===== config.mk =====
export PLATFORM = sky130hd
export DESIGN_NAME = multicycle_sequencer
export DESIGN_NICKNAME = d
export VERILOG_FILES = /design/src/rtl/proc16_pkg.sv /design/src/rtl/instr_class_decode.sv /design/src/rtl/multicycle_sequencer.sv
export SDC_FILE = /design/constraint.sdc
export NUM_CORES = 1
export LEC_CHECK = 0
export ABC_AREA = 0
export BUFFER_PORTS_ARGS = -buffer_cell sky130_fd_sc_hd__clkbuf_2
export CAP_MARGIN = 25
export CORE_AREA = 8 8 58 50
export DETAILED_ROUTE_END_ITERATION = 7
export DIE_AREA = 0 0 66 58
export PLACE_DENSITY = 0.81
export SLEW_MARGIN = 15
export SYNTH_ARGS = -nofsm -noshare
export SYNTH_HDL_FRONTEND = slang
export SYNTH_SLANG_ARGS = --single-unit

===== constraint.sdc =====
create_clock -name clk -period 3.2 [get_ports clk]
set_input_delay 0.48 -clock clk [delete_from_list [all_inputs] [get_ports clk]]
set_output_delay 0.48 -clock clk [all_outputs]
set_load 0.01 [all_outputs]

===== src/rtl/proc16_pkg.sv =====
// Shared opcode, ALU-select and PC-source encodings plus the sequencer state type
// for the multi-cycle 16-bit processor control path.
package proc16_pkg;

    localparam logic [3:0] OP_RTYPE = 4'h0;
    localparam logic [3:0] OP_LW    = 4'h1;
    localparam logic [3:0] OP_SW    = 4'h2;
    localparam logic [3:0] OP_ADDI  = 4'h3;
    localparam logic [3:0] OP_BEQ   = 4'h4;
    localparam logic [3:0] OP_BNE   = 4'h5;
    localparam logic [3:0] OP_JMP   = 4'h6;

    localparam logic [3:0] ALU_ADD = 4'h0;
    localparam logic [3:0] ALU_SUB = 4'h1;
    localparam logic [3:0] ALU_SLL = 4'h2;
    localparam logic [3:0] ALU_AND = 4'h3;

    localparam logic [1:0] PC_SEQ    = 2'd0;
    localparam logic [1:0] PC_BRANCH = 2'd1;
    localparam logic [1:0] PC_JUMP   = 2'd2;

    typedef enum logic [2:0] {
        IDLE   = 3'd0,
        FETCH  = 3'd1,
        DECODE = 3'd2,
        EXEC   = 3'd3,
        MEM    = 3'd4,
        WB     = 3'd5,
        HALT   = 3'd6
    } state_e;

    typedef struct packed {
        logic is_r;
        logic is_lw;
        logic is_sw;
        logic is_addi;
        logic is_beq;
        logic is_bne;
        logic is_jmp;
        logic is_illegal;
    } instr_class_t;

endpackage


===== src/rtl/instr_class_decode.sv =====
// Combinational instruction classifier: opcode/function field to one-hot class flags.
// R-type is only legal for the four implemented ALU functions.
module instr_class_decode
    import proc16_pkg::*;
(
    input  logic [3:0]   opcode_i,
    input  logic [3:0]   function_code_i,
    output instr_class_t class_o
);

    always_comb begin
        class_o = '0;
        case (opcode_i)
            OP_RTYPE: begin
                if (function_code_i <= ALU_AND) class_o.is_r = 1'b1;
                else                            class_o.is_illegal = 1'b1;
            end
            OP_LW:   class_o.is_lw   = 1'b1;
            OP_SW:   class_o.is_sw   = 1'b1;
            OP_ADDI: class_o.is_addi = 1'b1;
            OP_BEQ:  class_o.is_beq  = 1'b1;
            OP_BNE:  class_o.is_bne  = 1'b1;
            OP_JMP:  class_o.is_jmp  = 1'b1;
            default: class_o.is_illegal = 1'b1;
        endcase
    end

endmodule


===== src/rtl/multicycle_sequencer.sv =====
// Multi-cycle fetch/decode/execute/mem/writeback control FSM with memory watchdog.
// Optional feature macro: ILLEGAL_TRAP_EN (illegal instruction halts and sets illegal_op).
//
// state  | meaning
// IDLE   | waiting for run
// FETCH  | instruction read from PC, waits for mem_ready
// DECODE | IR latched; jmp/illegal resolve here
// EXEC   | ALU operation; branches resolve here
// MEM    | data access at ALU address, waits for mem_ready
// WB     | register file write
// HALT   | watchdog or trap; exit only by reset
module multicycle_sequencer
    import proc16_pkg::*;
#(
    parameter int MEM_TIMEOUT = 255,
    parameter int TO_W        = 8
) (
    input  logic       clk,
    input  logic       reset,
    input  logic       run,
    input  logic [3:0] opcode,
    input  logic [3:0] function_code,
    input  logic       alu_zero,
    input  logic       mem_ready,
    output logic       mem_req,
    output logic       mem_we,
    output logic       mem_addr_sel,
    output logic       ir_write,
    output logic       pc_write,
    output logic [1:0] pc_src,
    output logic       reg_write,
    output logic       reg_dst,
    output logic       reg_write_source,
    output logic       alu_source,
    output logic [3:0] alu_op,
    output logic       instr_retired,
    output logic       mem_timeout,
    output logic       illegal_op
);

    state_e          state_q, state_d;
    logic [TO_W-1:0] wdog_q, wdog_d;
    logic [TO_W-1:0] wdog_inc;
    logic            wdog_expire;
    logic            timeout_q, timeout_d;
    logic            retire;
    instr_class_t    cls;

    instr_class_decode u_class (
        .opcode_i        (opcode),
        .function_code_i (function_code),
        .class_o         (cls)
    );

    assign wdog_inc    = wdog_q + TO_W'(1);
    assign wdog_expire = (MEM_TIMEOUT != 0) && (wdog_inc == TO_W'(MEM_TIMEOUT));

`ifdef ILLEGAL_TRAP_EN
    logic illegal_q, illegal_d;

    always_ff @(posedge clk) begin
        if (reset) illegal_q <= 1'b0;
        else       illegal_q <= illegal_d;
    end

    assign illegal_op = illegal_q;
`else
    assign illegal_op = 1'b0;
`endif

    always_ff @(posedge clk) begin
        if (reset) begin
            state_q   <= IDLE;
            wdog_q    <= '0;
            timeout_q <= 1'b0;
        end else begin
            state_q   <= state_d;
            wdog_q    <= wdog_d;
            timeout_q <= timeout_d;
        end
    end

    always_comb begin
        state_d          = state_q;
        wdog_d           = '0;
        timeout_d        = timeout_q;
        retire           = 1'b0;
        mem_req          = 1'b0;
        mem_we           = 1'b0;
        mem_addr_sel     = 1'b0;
        ir_write         = 1'b0;
        pc_write         = 1'b0;
        pc_src           = PC_SEQ;
        reg_write        = 1'b0;
        reg_dst          = 1'b0;
        reg_write_source = 1'b0;
        alu_source       = 1'b0;
        alu_op           = ALU_ADD;
`ifdef ILLEGAL_TRAP_EN
        illegal_d        = illegal_q;
`endif

        case (state_q)
            IDLE: begin
                if (run) state_d = FETCH;
            end
            FETCH: begin
                mem_req = 1'b1;
                if (mem_ready) begin
                    ir_write = 1'b1;
                    pc_write = 1'b1;
                    state_d  = DECODE;
                end else begin
                    // Counter only runs while stalled, so it is zero on every entry to FETCH/MEM.
                    wdog_d = wdog_inc;
                    if (wdog_expire) begin
                        state_d   = HALT;
                        timeout_d = 1'b1;
                    end
                end
            end
            DECODE: begin
                if (cls.is_jmp) begin
                    pc_write = 1'b1;
                    pc_src   = PC_JUMP;
                    retire   = 1'b1;
                end else if (cls.is_illegal) begin
`ifdef ILLEGAL_TRAP_EN
                    state_d   = HALT;
                    illegal_d = 1'b1;
`else
                    retire = 1'b1;
`endif
                end else begin
                    state_d = EXEC;
                end
            end
            EXEC: begin
                if (cls.is_r) begin
                    alu_op  = function_code;
                    state_d = WB;
                end else if (cls.is_addi) begin
                    alu_source = 1'b1;
                    state_d    = WB;
                end else if (cls.is_lw || cls.is_sw) begin
                    alu_source = 1'b1;
                    state_d    = MEM;
                end else begin
                    alu_op   = ALU_SUB;
                    pc_src   = PC_BRANCH;
                    pc_write = (cls.is_beq & alu_zero) | (cls.is_bne & ~alu_zero);
                    retire   = 1'b1;
                end
            end
            MEM: begin
                mem_req      = 1'b1;
                mem_addr_sel = 1'b1;
                alu_source   = 1'b1;
                mem_we       = cls.is_sw;
                if (mem_ready) begin
                    if (cls.is_sw) retire  = 1'b1;
                    else           state_d = WB;
                end else begin
                    wdog_d = wdog_inc;
                    if (wdog_expire) begin
                        state_d   = HALT;
                        timeout_d = 1'b1;
                    end
                end
            end
            WB: begin
                reg_write = 1'b1;
                if (cls.is_r) begin
                    reg_dst = 1'b1;
                    alu_op  = function_code;
                end
                alu_source       = cls.is_addi;
                reg_write_source = cls.is_lw;
                retire           = 1'b1;
            end
            HALT: begin
                state_d = HALT;
            end
            default: begin
                state_d = IDLE;
            end
        endcase

        instr_retired = retire;
        if (retire) state_d = run ? FETCH : IDLE;
    end

    assign mem_timeout = timeout_q;

endmodule


=== Word-level counts from Yosys, hierarchy flattened ===
Index checks and enable logic that the tools add are counted.

* Bitwise gates (word level): 6
* Muxes and demuxes: 59
* $add $sub $neg: 1
* Equal/unequal tests: 19
* $lt $le $gt $ge: 1
* Reduce and logical (&&, ||, !) cells: 8

{| class="wikitable"
|+ Operator list
! kind !! number
|-
| $mux W1 || 38
|-
| $mux W3 || 11
|-
| $pmux W3 S7 || 1
|-
| $eq A4 B3 Y1 const B || 3
|-
| $eq A3 B3 Y1 const B || 3
|-
| $ne A3 B3 Y1 const B || 3
|-
| $add A8 B1 Y8 const B || 1
|-
| $eq A4 B2 Y1 const B || 2
|-
| $eq A8 B8 Y1 const B || 1
|-
| $mux W4 || 2
|-
| $pmux W4 S2 || 1
|-
| $eq A3 B2 Y1 const B || 2
|-
| $pmux W1 S3 || 2
|-
| $reduce_and A6 Y1 || 1
|-
| $reduce_or A6 Y1 || 1
|-
| $ne A5 B5 Y1 const B || 1
|-
| $eq A4 B1 Y1 const B || 1
|-
| $le A4 B2 Y1 const B || 1
|-
| $logic_not A4 Y1 || 1
|-
| $ne A4 B4 Y1 const B || 1
|-
| $pmux W1 S4 || 1
|-
| $pmux W2 S2 || 1
|-
| $eq A3 B1 Y1 const B || 1
|-
| $logic_not A3 Y1 || 1
|-
| 10 further kinds || 13
|}

* Flip-flop bits (word level): 12
* Output and inout port bits: 18
* Input port bits: 13
* Logic and storage cells: 97

=== Depth between registers and ports, before layout ===
* Depth in word-level cells: 9
* Depth in mapped cells: 9
* Gate-level depth less buffers: 8

=== Modules after synthesis ===
Synthesis repeated with hierarchy kept, for this count alone.

* Cells, all modules: 125
* Area, all modules: 948.4 um2

{| class="wikitable"
|+ Modules (own cells, without submodules)
! module !! cells each !! sequential area each (um2) !! instances !! area an instance (um2)
|-
| multicycle_sequencer || 110 || 240.2 || 1 || 860.8
|-
| instr_class_decode || 15 || 0.0 || 1 || 87.6
|}

=== Worst setup path before layout ===
OpenSTA, ideal clock, no wires.

* Path type: input -> output
* Start point: input function_code[3]
* End point: output pc_write
* Path buffers: 0
* Arrival time: 1.554 ns
* Path slack: 1.166 ns
* Required time: 2.720 ns
* Stages: 6
* Cell sequence: nor2_1 o31ai_1 nor2b_1 and2_1 a31oi_1 o21ai_0

* Longest elaborated chain between the ends: 5

{| class="wikitable"
|+ Ends and longest elaborated chain
! item !! RTL line !! text
|-
| from (decl) || multicycle_sequencer.sv:22 || <nowiki>input logic [3:0] function_code,</nowiki>
|-
| $le A4 B2 Y1 || instr_class_decode.sv:15 || <nowiki>if (function_code_i <= ALU_AND) class_o.is_r = 1'b1;</nowiki>
|-
| $mux W1 || instr_class_decode.sv:15 ||
|-
| $mux W1 || instr_class_decode.sv:13 || <nowiki>case (opcode_i)</nowiki>
|-
| $mux W1 || multicycle_sequencer.sv:139 || <nowiki>if (cls.is_r) begin</nowiki>
|-
| $pmux W1 S3 || multicycle_sequencer.sv:103 || <nowiki>case (state_q)</nowiki>
|-
| to (decl) || multicycle_sequencer.sv:29 || <nowiki>output logic pc_write,</nowiki>
|}

No other way between the ends.

=== Final worst setup path ===
* Start point: register state_q[0]
* End point: output instr_retired

* Longest elaborated chain between the ends: 2
* Elaborated cells between the ends (all ways): 5
* Classes of those cells: eq/ne (4); mux (1)

{| class="wikitable"
|+ Ends and longest elaborated chain
! item !! RTL line !! text
|-
| from (decl) || multicycle_sequencer.sv:41 || <nowiki>state_e state_q, state_d;</nowiki>
|-
| from (signal assigned) || multicycle_sequencer.sv:77 || <nowiki>state_q <= state_d;</nowiki>
|-
| $eq A3 B3 Y1 / $eq A3 B2 Y1 (equally long branches) || multicycle_sequencer.sv:103 ||
|-
| $pmux W1 S4 (*) || multicycle_sequencer.sv:103 ||
|-
| to (decl) || multicycle_sequencer.sv:36 || <nowiki>output logic instr_retired,</nowiki>
|}

Every way passes the cells marked *; elsewhere a longest branch is shown, timed or not.

==> run summary <==
Placer Congestion - 0.9049
maximum number of pins on one net before global-route repair - 16
Setup CP Type - reg -> out
R2R Setup Slk - 1.35 ns
Chip Width - 66 um
post-route ant nets - 0
status - completed
Power Density - 308.5 nW/um^2
Max Fclk - 0.4118 GHz
Worst R2R Path Depth - 6
Final nets - 186
Seq/Total Area, Yosys - 23.65%
Largest stage delay, worst path - 0.46 ns
Die Ht - 58 um
DRC viols - 0
antenna cells - 0
Post-synth EDFFs - 0
first-pass GRT wire length - 3919 um
Hold Fails Final Rpt - 0
non-filler instance count after layout - 192
Num CTS Buffers - 3
Fill cells - 194
Post-Place Cells - 188
Global Route Usage Sum - 12.52%
Overall Power - 0.0003655 W
1st-pass router iterations - 4
clock share of power - 33.0%
root buf cell - clkbuf_4
sequential power share - 44.8%
row count - 15
Reg-to-Reg Start - wdog_q[3]$_SDFF_PP0_
NetSw - 0.0001102 W
Setup Skew - 0.003272 ns
worst hold-check path type - in -> reg
CTS max path bufs - 2
Crit Reg-Reg Endpoint - state_q[0]$_SDFFE_PP0P_
clk slew on worst S/H paths - 0.08 ns
post-DP HPWL - 1910 um
Starting Density - 50.12%
CP cell instances - or3b_1 > nor3_2 > a22oi_1 > nand2_1 > and2_1 > clkbuf_2
P_leak - 0.4777 nW
CP endpoint kind - primary output
CTS tree - yes
Startpoint Class - register
vias in the first global route - 909
relative slew slack - 66.80%
Async SR Flop Fraction - 0%
total wire length - 2424 um
mapped cell area - 1016 sq um
post-route minimum period - 2.429 ns
hold depth - 2
slowest cell on the critical path - or3b_1
delay-heaviest family, CP - simple AND/OR/NAND/NOR gates
Sw Share - 30.16%
crit-path max FO - 15
worst-margin pin slew - 0.4917 ns
Setup TNS - 0 ns
I/O Buffers - 27
vias - 1,058
clock latency on the worst-skew pair - 0.28 ns
Tcrit/Tclk final - 75.89%
Power Internal - 0.0002553 W
worst hold start - reset
Final Setup Violations - 0
Worst EP arrival - 1.95 ns
CP Buf/Inv Count - 1
Post-CTS Setup Inserts - 0
CTS Hold Bufs - 0
1st-iter DRT viols - 65
total grt overflow - 0
P&R area growth vs syn - 16.63%
WHS Endpoint - state_q[1]$_SDFFE_PP0P_
peak supply drop - 247.1 uV
initial antenna violation count - 0
unique cell type count in the Yosys netlist - 42
Synth warnings - 0
top_reg_cell synth - dfxtp_1
routed length per instance - 12.63 um
Mapped Avg Cell Area - 7.309 sq um
Critical Path RT - 2.72 ns
Max Cap Viol - 0
Gate power share - 22.1%
IO Pins - 31
Yosys reg bits - 12
die area - 3828 sq um
clock sink total - 12
core area - 2027 sq um
H-tree Lvls - 1
post-CTS resize count - 0
RSZ-0062 raised after global routing - no
Vias per Instance - 5.510
layout cells sized above 1 - 23.35%
Syn Inst Count - 139
max-slew violations - 0
[worst register-to-register path, stage by stage (launching register included)]
cell	delay [ns]
dfxtp_1	0.46
nand4_2	0.16
or3_4	0.39
a211oi_2	0.28
nand2_1	0.16
a211oi_2	0.20
o22ai_1	0.10
[placed cells by master (no fill, tap or decap), types with 3 or more instances in the layout]
cell type,netlist,routed
a21oi_1,7,7
and2_1,5,5
clkbuf_2,0,27
clkbuf_4,0,3
conb_1,1,3
dfxtp_1,12,12
ha_1,5,5
inv_1,10,10
nand2_1,18,18
nand3_1,6,6
nor2_1,17,17
nor3_1,3,3
o21ai_0,6,6
o22ai_1,5,5
xnor2_1,3,3
xor2_1,4,4
[through the flow]
step / hold slack (ns) / utilization (%) / cell area, sq um / setup WS, ns
2_1_floorplan: 0.4487 / - / 1023 / 1.166
6_report: 0.4698 / 58.46 / 1185 / 0.7715
3_5_place_dp: 0.4675 / 56.67 / 1149 / 0.8913
5_1_grt: 0.4686 / 58.46 / 1185 / 0.6500
3_3_place_gp: 0.4689 / 56.67 / 1149 / 1.015
4_1_cts: 0.4588 / 58.46 / 1185 / 0.7831
[worst max path at each step]
stage / to / startpoint / depth (start not counted) / slack (ns)
floorplan: pc_write / function_code[3] / 6 / 1.17
global placement: pc_write / opcode[0] / 7 / 1.01
detailed placement: pc_write / opcode[0] / 7 / 0.89
CTS: instr_retired / state_q[0]$_SDFFE_PP0P_ / 6 / 0.78
global route: pc_write / state_q[0]$_SDFFE_PP0P_ / 5 / 0.65
finish: instr_retired / state_q[0]$_SDFFE_PP0P_ / 6 / 0.77
[power by group through the flow]
| stage | combinational (W) | clock (W) | sequential (W) |
|---|---|---|---|
| 6_report | 0.0000808 | 0.000121 | 0.000164 |
| 3_5_place_dp | 0.0000797 | 0 | 0.000167 |
| 2_1_floorplan | 0.0000642 | 0 | 0.000160 |
| 5_1_grt | 0.0000893 | 0.000130 | 0.000165 |
| 4_1_cts | 0.0000802 | 0.000125 | 0.000164 |
| 3_3_place_gp | 0.0000785 | 0 | 0.000167 |
[cells by family (layout without fill, tap and decap cells)]
kind of cell	Yosys count	in the layout	share of synthesized area, %
xor+xnor	7	7	6.035
buf+inv	15	41	7.759
compound gates	33	33	22.41
simple gates	66	66	33.62
flops	12	12	23.65
fa+ha+maj	5	5	6.158
other cells	1	3	0.3691
[flip-flops by register name, indices dropped and copies added, names as in the netlist]
register and count:
state_q 3, wdog_q 8, mem_timeout 1
[synthesized netlist by cell type, drive strengths merged, types with 3 or more instances]
cell	instances	share of area (%)
a21oi	7	3.4
o21ai	7	3.4
and2	5	3.1
nand4	3	2.5
xor2	4	3.4
buf	5	4.1
inv	10	3.7
o22ai	5	3.1
a211oi	4	3.9
nor3	4	2.5
nand3	6	3.0
ha	5	6.2
dfxtp	12	24
xnor2	3	2.6
nor2	17	6.3
nand2	18	6.6
[layer usage]
| metal | up-vias | wire, um | GRT usage (%) |
|---|---|---|---|
| met1 | 470 | 1129 | 15.92 |
| met2 | 42 | 969 | 19.03 |
| met5 | - | 0 | 0 |
| met3 | 5 | 292 | 3.654 |
| li1 | 541 | - | - |
| met4 | 0 | 34 | 5.471 |
[layout make-up]
| cell class | count | area [sq um] | area share, % |
|---|---|---|---|
| clock buffers | 4 | 36.28 | 3.062 |
| inverters | 10 | 37.54 | 3.168 |
| multi-input cells | 114 | 704.4 | 59.45 |
| flip-flops and latches | 12 | 240.2 | 20.27 |
| well taps | 25 | 31.28 | 2.640 |
| repair buffers | 27 | 135.1 | 11.40 |
(Power assumes the default switching activity.)
